<file path="src/rtl/rv_isa_pkg.sv">
// RV32 base-ISA opcodes, format enum, decoded-entry struct and decoder.
// decode() splits a raw word into fields plus a 64-bit sign-extended imm.
package rv_isa_pkg;

    localparam logic [6:0] OPC_LUI      = 7'b0110111;
    localparam logic [6:0] OPC_AUIPC    = 7'b0010111;
    localparam logic [6:0] OPC_JAL      = 7'b1101111;
    localparam logic [6:0] OPC_JALR     = 7'b1100111;
    localparam logic [6:0] OPC_BRANCH   = 7'b1100011;
    localparam logic [6:0] OPC_LOAD     = 7'b0000011;
    localparam logic [6:0] OPC_STORE    = 7'b0100011;
    localparam logic [6:0] OPC_OP_IMM   = 7'b0010011;
    localparam logic [6:0] OPC_OP       = 7'b0110011;
    localparam logic [6:0] OPC_SYSTEM   = 7'b1110011;
    localparam logic [6:0] OPC_MISC_MEM = 7'b0001111;

    // Widest supported XLEN / PC; narrower users take the low bits.
    localparam int IMM_MAX = 64;
    localparam int PC_MAX  = 64;

    typedef enum logic [2:0] {
        FMT_R, FMT_I, FMT_S, FMT_B, FMT_U, FMT_J
    } fmt_e;

    typedef struct packed {
        logic [6:0]         opcode;
        logic [4:0]         rd;
        logic [2:0]         funct3;
        logic [4:0]         rs1;
        logic [4:0]         rs2;
        logic [6:0]         funct7;
        fmt_e               fmt;
        logic [IMM_MAX-1:0] imm;
        logic               illegal;
        logic [PC_MAX-1:0]  pc;
    } dec_t;

    function automatic dec_t decode(
        input logic [31:0]       ins,
        input logic [PC_MAX-1:0] pc
    );
        dec_t d;
        logic [IMM_MAX-1:0] s;
        s         = {IMM_MAX{ins[31]}};
        d.opcode  = ins[6:0];
        d.rd      = ins[11:7];
        d.funct3  = ins[14:12];
        d.rs1     = ins[19:15];
        d.rs2     = ins[24:20];
        d.funct7  = ins[31:25];
        d.pc      = pc;
        d.fmt     = FMT_R;
        d.imm     = '0;
        d.illegal = 1'b0;
        // Every listed opcode ends in 2'b11, so a bad ins[1:0]
        // falls into the default arm with unknown opcodes.
        unique case (ins[6:0])
            OPC_OP: d.fmt = FMT_R;
            OPC_OP_IMM, OPC_LOAD, OPC_JALR,
            OPC_SYSTEM, OPC_MISC_MEM: begin
                d.fmt = FMT_I;
                d.imm = {s[IMM_MAX-1:12], ins[31:20]};
            end
            OPC_STORE: begin
                d.fmt = FMT_S;
                d.imm = {s[IMM_MAX-1:12], ins[31:25], ins[11:7]};
            end
            OPC_BRANCH: begin
                d.fmt = FMT_B;
                d.imm = {s[IMM_MAX-1:13], ins[31], ins[7],
                         ins[30:25], ins[11:8], 1'b0};
            end
            OPC_LUI, OPC_AUIPC: begin
                d.fmt = FMT_U;
                d.imm = {s[IMM_MAX-1:32], ins[31:12], 12'h000};
            end
            OPC_JAL: begin
                d.fmt = FMT_J;
                d.imm = {s[IMM_MAX-1:21], ins[31], ins[19:12],
                         ins[20], ins[30:21], 1'b0};
            end
            default: d.illegal = 1'b1;
        endcase
        return d;
    endfunction

endpackage

</file>
<file path="src/rtl/rv_skid_buf.sv">
// Generic 2-entry valid/ready skid buffer with synchronous flush.
// Ports: in_valid/in_ready/in_data upstream, out_* downstream, flush.
module rv_skid_buf #(
    parameter type T = logic
) (
    input  logic clk,
    input  logic rst_n,
    input  logic flush,
    input  logic in_valid,
    output logic in_ready,
    input  T     in_data,
    output logic out_valid,
    input  logic out_ready,
    output T     out_data
);

    typedef enum logic [1:0] {EMPTY, ONE, TWO} state_e;

    state_e state;
    T       skid;
    logic   in_fire;
    logic   out_fire;

    assign in_fire  = in_valid & in_ready;
    assign out_fire = out_valid & out_ready;

    // out_data is the main entry; in_ready is registered so
    // out_ready never reaches it combinationally.
    always_ff @(posedge clk or negedge rst_n) begin
        if (!rst_n) begin
            state     <= EMPTY;
            out_valid <= 1'b0;
            in_ready  <= 1'b1;
            out_data  <= '0;
            skid      <= '0;
        end else if (flush) begin
            state     <= EMPTY;
            out_valid <= 1'b0;
            in_ready  <= 1'b1;
        end else begin
            unique case (state)
                EMPTY: begin
                    if (in_fire) begin
                        out_data  <= in_data;
                        out_valid <= 1'b1;
                        state     <= ONE;
                    end
                end
                ONE: begin
                    if (in_fire && !out_fire) begin
                        skid     <= in_data;
                        in_ready <= 1'b0;
                        state    <= TWO;
                    end else if (in_fire) begin
                        out_data <= in_data;
                    end else if (out_fire) begin
                        out_valid <= 1'b0;
                        state     <= EMPTY;
                    end
                end
                TWO: begin
                    if (out_fire) begin
                        out_data <= skid;
                        in_ready <= 1'b1;
                        state    <= ONE;
                    end
                end
                default: state <= EMPTY;
            endcase
        end
    end

endmodule

</file>
<file path="src/rtl/instr_field_decoder.sv">
// Registered RV32 field splitter / immediate generator with skid buffer.
// Ports: in_* handshake + word/pc, out_* handshake + decoded fields, flush.
module instr_field_decoder
    import rv_isa_pkg::*;
#(
    parameter int XLEN = 32,
    parameter int PC_W = 32
) (
    input  logic            clk,
    input  logic            rst_n,
    input  logic            flush,
    input  logic            in_valid,
    output logic            in_ready,
    input  logic [31:0]     in_ins,
    input  logic [PC_W-1:0] in_pc,
    output logic            out_valid,
    input  logic            out_ready,
    output logic [PC_W-1:0] out_pc,
    output logic [6:0]      out_opcode,
    output logic [4:0]      out_rd,
    output logic [2:0]      out_funct3,
    output logic [4:0]      out_rs1,
    output logic [4:0]      out_rs2,
    output logic [6:0]      out_funct7,
    output logic [2:0]      out_fmt,
    output logic [XLEN-1:0] out_imm,
    output logic            out_illegal
);

    dec_t in_dec;
    dec_t out_dec;
    logic unused_hi;

    assign in_dec = decode(in_ins, PC_MAX'(in_pc));

    rv_skid_buf #(.T(dec_t)) u_buf (
        .clk       (clk),
        .rst_n     (rst_n),
        .flush     (flush),
        .in_valid  (in_valid),
        .in_ready  (in_ready),
        .in_data   (in_dec),
        .out_valid (out_valid),
        .out_ready (out_ready),
        .out_data  (out_dec)
    );

    assign out_pc      = out_dec.pc[PC_W-1:0];
    assign out_opcode  = out_dec.opcode;
    assign out_rd      = out_dec.rd;
    assign out_funct3  = out_dec.funct3;
    assign out_rs1     = out_dec.rs1;
    assign out_rs2     = out_dec.rs2;
    assign out_funct7  = out_dec.funct7;
    assign out_fmt     = out_dec.fmt;
    assign out_imm     = out_dec.imm[XLEN-1:0];
    assign out_illegal = out_dec.illegal;

    // Stored imm/pc are max width; bits above XLEN/PC_W are dropped.
    assign unused_hi = ^{out_dec.imm, out_dec.pc};

endmodule

</file>
<file path="config.mk">
export PLATFORM = sky130hd
export DESIGN_NAME = instr_field_decoder
export DESIGN_NICKNAME = d
export VERILOG_FILES = /design/src/rtl/rv_isa_pkg.sv /design/src/rtl/rv_skid_buf.sv /design/src/rtl/instr_field_decoder.sv
export SDC_FILE = /design/constraint.sdc
export NUM_CORES = 1
export LEC_CHECK = 0
export BUFFER_PORTS_ARGS = -buffer_cell sky130_fd_sc_hd__buf_2
export CAP_MARGIN = 10
export CORE_AREA = 2 2 137 139
export DETAILED_ROUTE_END_ITERATION = 16
export DIE_AREA = 0 0 139 141
export GPL_ROUTABILITY_DRIVEN = 0
export GPL_TIMING_DRIVEN = 0
export PLACE_DENSITY_LB_ADDON = 0.15
export SYNTH_ARGS = -nofsm -noshare
export SYNTH_HDL_FRONTEND = slang
export SYNTH_SLANG_ARGS = --single-unit
</file>
<file path="constraint.sdc">
create_clock -name clk -period 3 [get_ports clk]
set_clock_uncertainty 0.15 [all_clocks]
set_input_delay 0.6 -clock clk [delete_from_list [all_inputs] [get_ports clk]]
set_output_delay 0.6 -clock clk [all_outputs]
set_load 0.01 [all_outputs]
</file>
# After elaboration in Yosys (flattened, before gate mapping)
# Cells that the tools add are included.
op_classes:
  reduce_logical: 14
  muxes: 24
  n_bitwise: 3
  eq_ne: 23
op_table:
  columns: ["cell", "n"]
  rows:
  - ["$mux W164", 3]
  - ["$pmux W164 S3", 1]
  - ["$pmux W64 S5", 1]
  - ["$eq A7 B7 Y1 const B", 4]
  - ["$eq A7 B6 Y1 const B", 3]
  - ["$pmux W3 S5", 1]
  - ["$eq A7 B5 Y1 const B", 2]
  - ["$mux W2", 6]
  - ["$ne A3 B2 Y1 const B", 4]
  - ["$reduce_or A11 Y1", 1]
  - ["$mux W1", 9]
  - ["$reduce_bool A3 Y1", 3]
  - ["$reduce_and A4 Y1", 2]
  - ["$eq A7 B2 Y1 const B", 1]
  - ["$eq A7 B4 Y1 const B", 1]
  - ["$ne A3 B3 Y1 const B", 2]
  - ["$pmux W2 S3", 1]
  - ["$reduce_and A3 Y1", 2]
  - ["$reduce_and A5 Y1", 1]
  - ["$reduce_or A5 Y1", 1]
  - ["$ne A4 B2 Y1 const B", 1]
  - ["$ne A4 B4 Y1 const B", 1]
  - ["$pmux W1 S2", 2]
  - ["$and A1 B1 Y1", 2]
  - ["other kinds (9)", 9]
totals:
  elab_cells: 87
  out_inout_bits: 102
  ff_bits: 300

# Longest topological paths before layout
# Gate-level depths: netlist of the first run.
depth:
  depth_word: 6
  ltp_mapped: 8
  depth_no_buf: 5

# Modules after synthesis
# Synthesis of the first run repeated with hierarchy kept, for this count alone.
unflattened:
  hier_cells: 1204
  area_unflattened_um2: 14745.4
modules_own_cells:
  columns: ["mod", "seq_area_each_um2", "area_per_inst_um2", "cells_each", "instances"]
  rows:
  - ["rv_skid_buf", 8309.2, 14059.7, 1105, 1]
  - ["instr_field_decoder", 0.0, 685.7, 99, 1]

# Worst setup path before layout of the first run
# OpenSTA, ideal clock, no wires.
synth_path:
  path_kind: "input to register"
  from: "in in_ins[5]"
  to: "reg u_buf.skid[75] (netlist bit)"
  required_time_ns: 2.729
  arrival_time_ns: 1.824
  stages: 8
  slack_ns: 0.905
  setup_ns: 0.121
  n_path_buf: 3
  path_cell_list: "buf_6 -> and2_4 -> buf_6 -> o21a_4 -> a211o_4 -> and3_4 -> buf_6 -> a22o_1"
synth_via:
  elab_chain_len: 3
synth_rtl:
  columns: ["item", "line_no", "text"]
  rows:
  - ["start: declaration", "instr_field_decoder.sv:14", "input logic [31:0] in_ins,"]
  - ["$eq A7 B5 Y1, or another cell as far along", "rv_isa_pkg.sv:57", "unique case (ins[6:0])"]
  - ["$reduce_or A5 Y1 / $reduce_or A2 Y1 (equally long branches)", "rv_isa_pkg.sv:57", null]
  - ["$pmux W64 S5 *", "rv_isa_pkg.sv:57", null]
  - ["end signal: assignment", "rv_skid_buf.sv:51", "skid <= in_data;"]
  - ["end: declaration", "rv_skid_buf.sv:20", "T skid;"]
# Every way passes the cells marked *; elsewhere a longest branch is shown, timed or not.
# A chain may end at the register's enable or synchronous reset.

# Final worst setup path of the first run
layout_path:
  from: "reg u_buf.state[1]"
  to: "reg u_buf.out_data[136] (netlist bit)"
layout_via:
  elab_chain_len: 3
layout_rtl:
  columns: ["item", "line_no", "text"]
  rows:
  - ["start: declaration", "rv_skid_buf.sv:19", "state_e state;"]
  - ["start signal: assignment", "rv_skid_buf.sv:31", "state <= EMPTY;"]
  - ["start signal: assignment", "rv_skid_buf.sv:37", "state <= EMPTY;"]
  - ["start signal: assignment", "rv_skid_buf.sv:46", "state <= ONE;"]
  - ["$eq A2 B2 Y1, or another cell as far along", "rv_skid_buf.sv:41", "unique case (state)"]
  - ["$ne A2 B1 Y1 (no source line), or another cell as far along", null, null]
  - ["$reduce_and A4 Y1 (no source line)", null, null]
  - ["end signal: assignment", "rv_skid_buf.sv:44", "out_data <= in_data;"]
  - ["end signal: assignment", "rv_skid_buf.sv:55", "out_data <= in_data;"]
  - ["end signal: assignment", "rv_skid_buf.sv:63", "out_data <= skid;"]
  - ["end: declaration", "rv_skid_buf.sv:14", "output T out_data"]
# Several ways; a longest one is shown, not always the timed one.

==> metrics, run 1 <==
FP Rows=50; largest family of logic cells by synthesized area=simple AND/OR/NAND/NOR gates; CP Class=reg2reg; CP Capture Type=register; placed insts=1414; post-CTS sizing=0; Compound-Gate Fraction of Synth Area=0.1461; ranking of synthesized cells by area=dfrtp_1, nand2_1, a31oi_1; YS warnings=0; number of enable flip-flop cells after synthesis=0; vias=7922; Final setup viols=0; Layout fillers=1670; total power=9.895 mW; total track usage=0.2644; Nets=1275; CP max FO=10; IO buf count=168; Root Driver=clkbuf_16; CTS tree=yes; multi-input combinational cell area=3440 um^2; Util after Layout=0.6013; ys async rst share=1.000; Initial Utilization=0.4910; leakage=5.321 nW; CP arrival=2710 ps; Pre-antenna DRT Iters=5; Avg Cell Area, Syn=8.871 um^2; vias in the first global route=7637; total length of routed wires=26200 um; WL per Instance=18.00 um; number of distinct library cells after synthesis=52; total clock sinks=204; headroom to the max-slew limit=0.5201; Yosys top cell area share=0.5664; Final Max Slew Viols=0; Pint=6.729 mW; Worst-Margin Slew=719.9 ps; worst skew pair latency=510 ps; IO Count=171; outcome=finished, final reports clean; Comb power frac=0.249; register cell area after layout=5106 um^2; Synth Area in Adders=0; max-cap violation count=0; most common cell in the netlist=nand2_1; Clk network pwr share=0.309; cts hold-fix bufs=1; Critical Path RT=3270 ps; post-synthesis mux area share=0; flops & latches, synth=204; Post-Layout Cell Count=1456; Clock transition at path regs=60 ps; first-pass GRT wire length=41390 um; Top FF cell, synth=dfrtp_1; Post-Syn Area=8969 um^2; Worst VDD drop=0.5627 mV; Starting DRT DRC Count=599; largest net degree at the start of global routing=117; # Post-CTS Setup Buffers=0; syn nets=1080; die area=19600 um^2; simple-gate area share of the yosys netlist=0.2365; Worst Hold Class=in2reg; DRC violations left=0; total core area=18270 um^2; area leader, netlist=dfrtp_1; FMAX=0.4105 GHz; Switching Share=0.3199; Area Overhead vs Synth=22.48%; Psw=3.165 mW; XOR/XNOR Fraction of Synth Area=0.0009766; Critical Path Start Type=register; n_diodes=0; Die Height=141 um; pre-CTS WS=527.2 ps; fraction of layout cells with a size suffix above 1=0.2218; Commonest cells post-synth=nand2_1, dfrtp_1, nor2_1; Syn Inst Count=1011; dpl hpwl=18220 um; Seq/Total Area, Yosys=0.5693; Final Cell Area=10980 um^2; CTS buffer count=23; number of nets still failing antenna checks after routing=0; Clock H-tree levels=1; DP Area=10140 um^2; pwr dens=900.8 nW/um^2; Final WS setup=563.9 ps; final period utilization=0.8120; Final Hold Viols=0; initial antenna violation count=0; Reg power frac=0.442; crit path time final=2436 ps; RSZ-0062 raised after global routing=no; Die Span X=139 um; vias per inst=5.441; grt ovf=0; Max clock buf depth=3
## through the flow
| stage | setup TNS, ps | hold WS [ps] |
|---|---|---|
| after floorplan | 0 | 154.4 |
| after global placement | -474150 | 306.5 |
| after detailed placement | 0 | 311.6 |
| after CTS | 0 | 128.7 |
| after global routing | 0 | 132.4 |
| final | 0 | 136.9 |
## state kept, by name, indices dropped and copies added, names as in the netlist
name             flops
u_buf.out_valid      1
u_buf.in_ready       1
u_buf.skid         100
u_buf.state          2
u_buf.out_data     100
## path summary, 6_finish.rpt
path | from | endpoint | slack, ps | cells past startpoint
min in group asynchronous | rst_n | u_buf.out_data[25] | 540 | 2
hold reg to reg | u_buf.out_data[130] | u_buf.out_data[130] | 320 | 2
setup reg to reg | u_buf.state[1] | u_buf.out_data[136] | 560 | 6
max in group asynchronous | rst_n | u_buf.skid[94] | 1120 | 3
setup / recovery | u_buf.state[1] | u_buf.out_data[136] | 560 | 6
hold / removal | in_pc[25] | u_buf.skid[25] | 140 | 3
## placed cells by master, fill, tap and decap left out, drive strengths merged, types with 6 or more instances in the layout
cell type  instances
and3               8
dfrtp            203
nand2            343
inv               13
nor2             122
clkbuf            61
o22ai              6
a21oi             34
a22o              10
a211oi            22
nor3              25
a31oi             75
buf              216
o21ai             28
## area by class of cell
cell class / count / area share
Sequential cell: 204 / 0.4649
Multi-Input combinational cell: 721 / 0.3131
Timing Repair Buffer: 170 / 0.08087
Clock buffer: 34 / 0.06527
Buffer: 74 / 0.03440
Tap cell: 234 / 0.02665
Clock inverter: 7 / 0.01071
Inverter: 12 / 0.004101
## cell families (layout without fill, tap and decap cells)
| family | count (synthesis) | in the layout |
|---|---|---|
| buffers and inverters | 86 | 297 |
| flip-flops | 204 | 204 |
| XOR/XNOR | 1 | 1 |
| AO/OA/AOI/OAI | 197 | 197 |
| AND/OR/NAND/NOR | 523 | 523 |
## critical path, stage by stage, from the launching register on
cell and delay [ps]:
dfrtp_1 360, buf_2 170, nand2b_1 190, clkbuf_1 580, clkbuf_1 610, nand2_1 110, a31oi_1 190
## per-layer routing
metal	GRT usage	vias to the layer above	wire (um)
li1	-	3772	-
met3	0.03838	40	1615
met1	0.3641	3831	11320
met4	0.07124	0	614
met2	0.4436	279	12650
met5	0	-	0
## power by group through the flow
| stage | combinational (mW) | clock [mW] | sequential (mW) |
|---|---|---|---|
| after floorplan | 1.22 | 0 | 4.56 |
| after global placement | 2.41 | 0 | 4.37 |
| after detailed placement | 2.47 | 0 | 4.41 |
| after CTS | 2.49 | 3.08 | 4.37 |
| after global routing | 2.76 | 3.21 | 4.49 |
| final | 2.46 | 3.06 | 4.37 |
No activity file was read; power rests on OpenSTA's default activity.
==> run 2: changes to the inputs <==
- clock period: 3 -> 2.3 ns (I/O delays scaled with it)
==> run 2 against run 1 <==
- global-route usage rose by 0.052 points
- largest cell class unchanged
- via count increased by 0.52%
- combinational power grew 31%
- sequential power is 30% higher
- cell area is 0.61% higher
- power grew 31%
- critical endpoint is now u_buf.skid[134]
- clock power grew 30%
- worst setup slack got worse by 450 ps
- critical path depth is 1 higher
- sequential cell count stayed put
==> metrics, run 2 (synthesis results as in run 1) <==
total clock sinks=204 (unchanged); commonest non-fill, non-tap cell in the layout=nand2_1; max-cap violation count=0 (unchanged); grt ovf=0 (unchanged); Worst-Margin Slew=714.0 ps (-5.891 ps); Starting DRT DRC Count=557 (-7.0%); CTS buffer count=23 (unchanged); Critical Path RT=2510 ps (-760 ps); initial antenna violation count=0 (unchanged); IO buf count=168 (unchanged); CP Capture Type=register; Worst Hold Class=in2reg; total length of routed wires=26260 um (+0.21%); worst skew pair latency=510 ps (about the same); die area=19600 um^2 (unchanged); CTS tree=yes; IO Count=171 (unchanged); Initial Utilization=0.4910 (unchanged); largest net degree at the start of global routing=117 (unchanged); DRC violations left=0 (unchanged); Nets=1281 (+0.47%); total core area=18270 um^2 (unchanged); CP max FO=10 (unchanged); crit path time final=2182 ps (-254.5 ps); dpl hpwl=18220 um (unchanged); total power=12.92 mW (+31%); pwr dens=1169 nW/um^2 (+30%); Clock transition at path regs=60 ps (about the same); Root Driver=clkbuf_16; fraction of layout cells with a size suffix above 1=0.2248 (+0.002988); FMAX=0.4584 GHz (+12%); Clock H-tree levels=1 (unchanged); Final setup viols=0 (unchanged); headroom to the max-slew limit=0.5240 (+0.003927); vias in the first global route=7673 (+0.47%); first-pass GRT wire length=41490 um (+0.23%); commonest cells after routing, fill and taps aside=nand2_1, dfrtp_1, buf_2; vias=7963 (+0.52%); Die Span X=139 um (unchanged); biggest regs=u_buf.out_data x100, u_buf.skid x100, u_buf.state x2; total track usage=0.2649 (+0.0005174); FP Rows=50 (unchanged); Final Hold Viols=0 (unchanged); leakage=5.357 nW (+0.68%); Die Height=141 um (unchanged); RSZ-0062 raised after global routing=no; outcome=finished, final reports clean; Worst VDD drop=0.7338 mV (+30%); Final WS setup=118.4 ps (-445.5 ps); pre-CTS WS=-134.2 ps (-661.4 ps); final period utilization=0.9485 (+0.1365); Layout fillers=1663 (-0.42%); number of nets still failing antenna checks after routing=0 (unchanged); Area Overhead vs Synth=23.23%; Pre-antenna DRT Iters=5 (unchanged); CP Class=reg2reg; Final Max Slew Viols=0 (unchanged); multi-input combinational cell area=3440 um^2 (unchanged); Critical Path Start Type=register; register cell area after layout=5106 um^2 (unchanged); Max clock buf depth=3 (unchanged); vias per inst=5.447 (+0.11%); CP arrival=2390 ps (-320 ps); WL per Instance=17.96 um (-0.20%); n_diodes=0 (unchanged); Util after Layout=0.6050 (+0.003699)
[run 2: power breakdown]
group          internal (mW)  switching, mW  total, mW
sequential              4.96          0.744       5.70
combinational           1.34           1.89       3.23
clock                   2.49           1.50       3.99
total                   8.79           4.13       12.9
[run 2: stage by stage]
stage	cells	TNS (ps)	hold WS (ps)	instance area, um^2
2_1_floorplan	1011	0	14.41	8969
3_3_place_gp	1413	-589320	306.5	10100
3_5_place_dp	1414	-1193	311.6	10140
4_1_cts	1461	0	0.7847	11040
5_1_grt	1462	0	9.033	11050
6_report	1462	0	5.535	11050
[run 2: what timing repair did]
action,in CTS,in global routing
gates cloned,0,0
setup endpoints to repair,23,16
gates resized for setup,4,2
hold endpoints to repair,93,0
pin swaps,0,1
hold buffers,6,0
setup buffers,0,1
[run 2: worst paths after layout]
check | start | endpoint | slack, ps | cells after the start
worst max-delay path | u_buf.state[1] | u_buf.skid[134] | 120 | 7
min in group asynchronous | rst_n | u_buf.out_data[25] | 400 | 2
worst min-delay path | in_pc[22] | u_buf.skid[22] | 6 | 3
max in group asynchronous | rst_n | u_buf.skid[94] | 570 | 3
worst min register to register | u_buf.out_data[130] | u_buf.out_data[130] | 320 | 2
worst max register to register | u_buf.state[1] | u_buf.skid[134] | 120 | 7
[run 2: critical path, cell delays in order (launching register included)]
cell and delay [ps]:
dfrtp_1 320, buf_2 180, nand3b_1 190, nor2_1 50, nand2_1 80, buf_2 270, clkbuf_1 590, o21ai_0 190
[run 2: layer usage]
layer,GRT usage,up-vias,wire (um)
li1,-,3785,-
met5,0,-,0
met4,0.07124,0,666
met1,0.3654,3839,11440
met3,0.03770,52,1520
met2,0.4444,287,12630
[run 2: final cells by class]
| cell class | instances | area share |
|---|---|---|
| Multi-Input combinational cell | 721 | 0.3112 |
| Clock inverter | 7 | 0.01064 |
| Inverter | 12 | 0.004076 |
| Tap cell | 234 | 0.02649 |
| Sequential cell | 204 | 0.4620 |
| Clock buffer | 34 | 0.06487 |
| Timing Repair Buffer | 176 | 0.08559 |
| Buffer | 74 | 0.03510 |
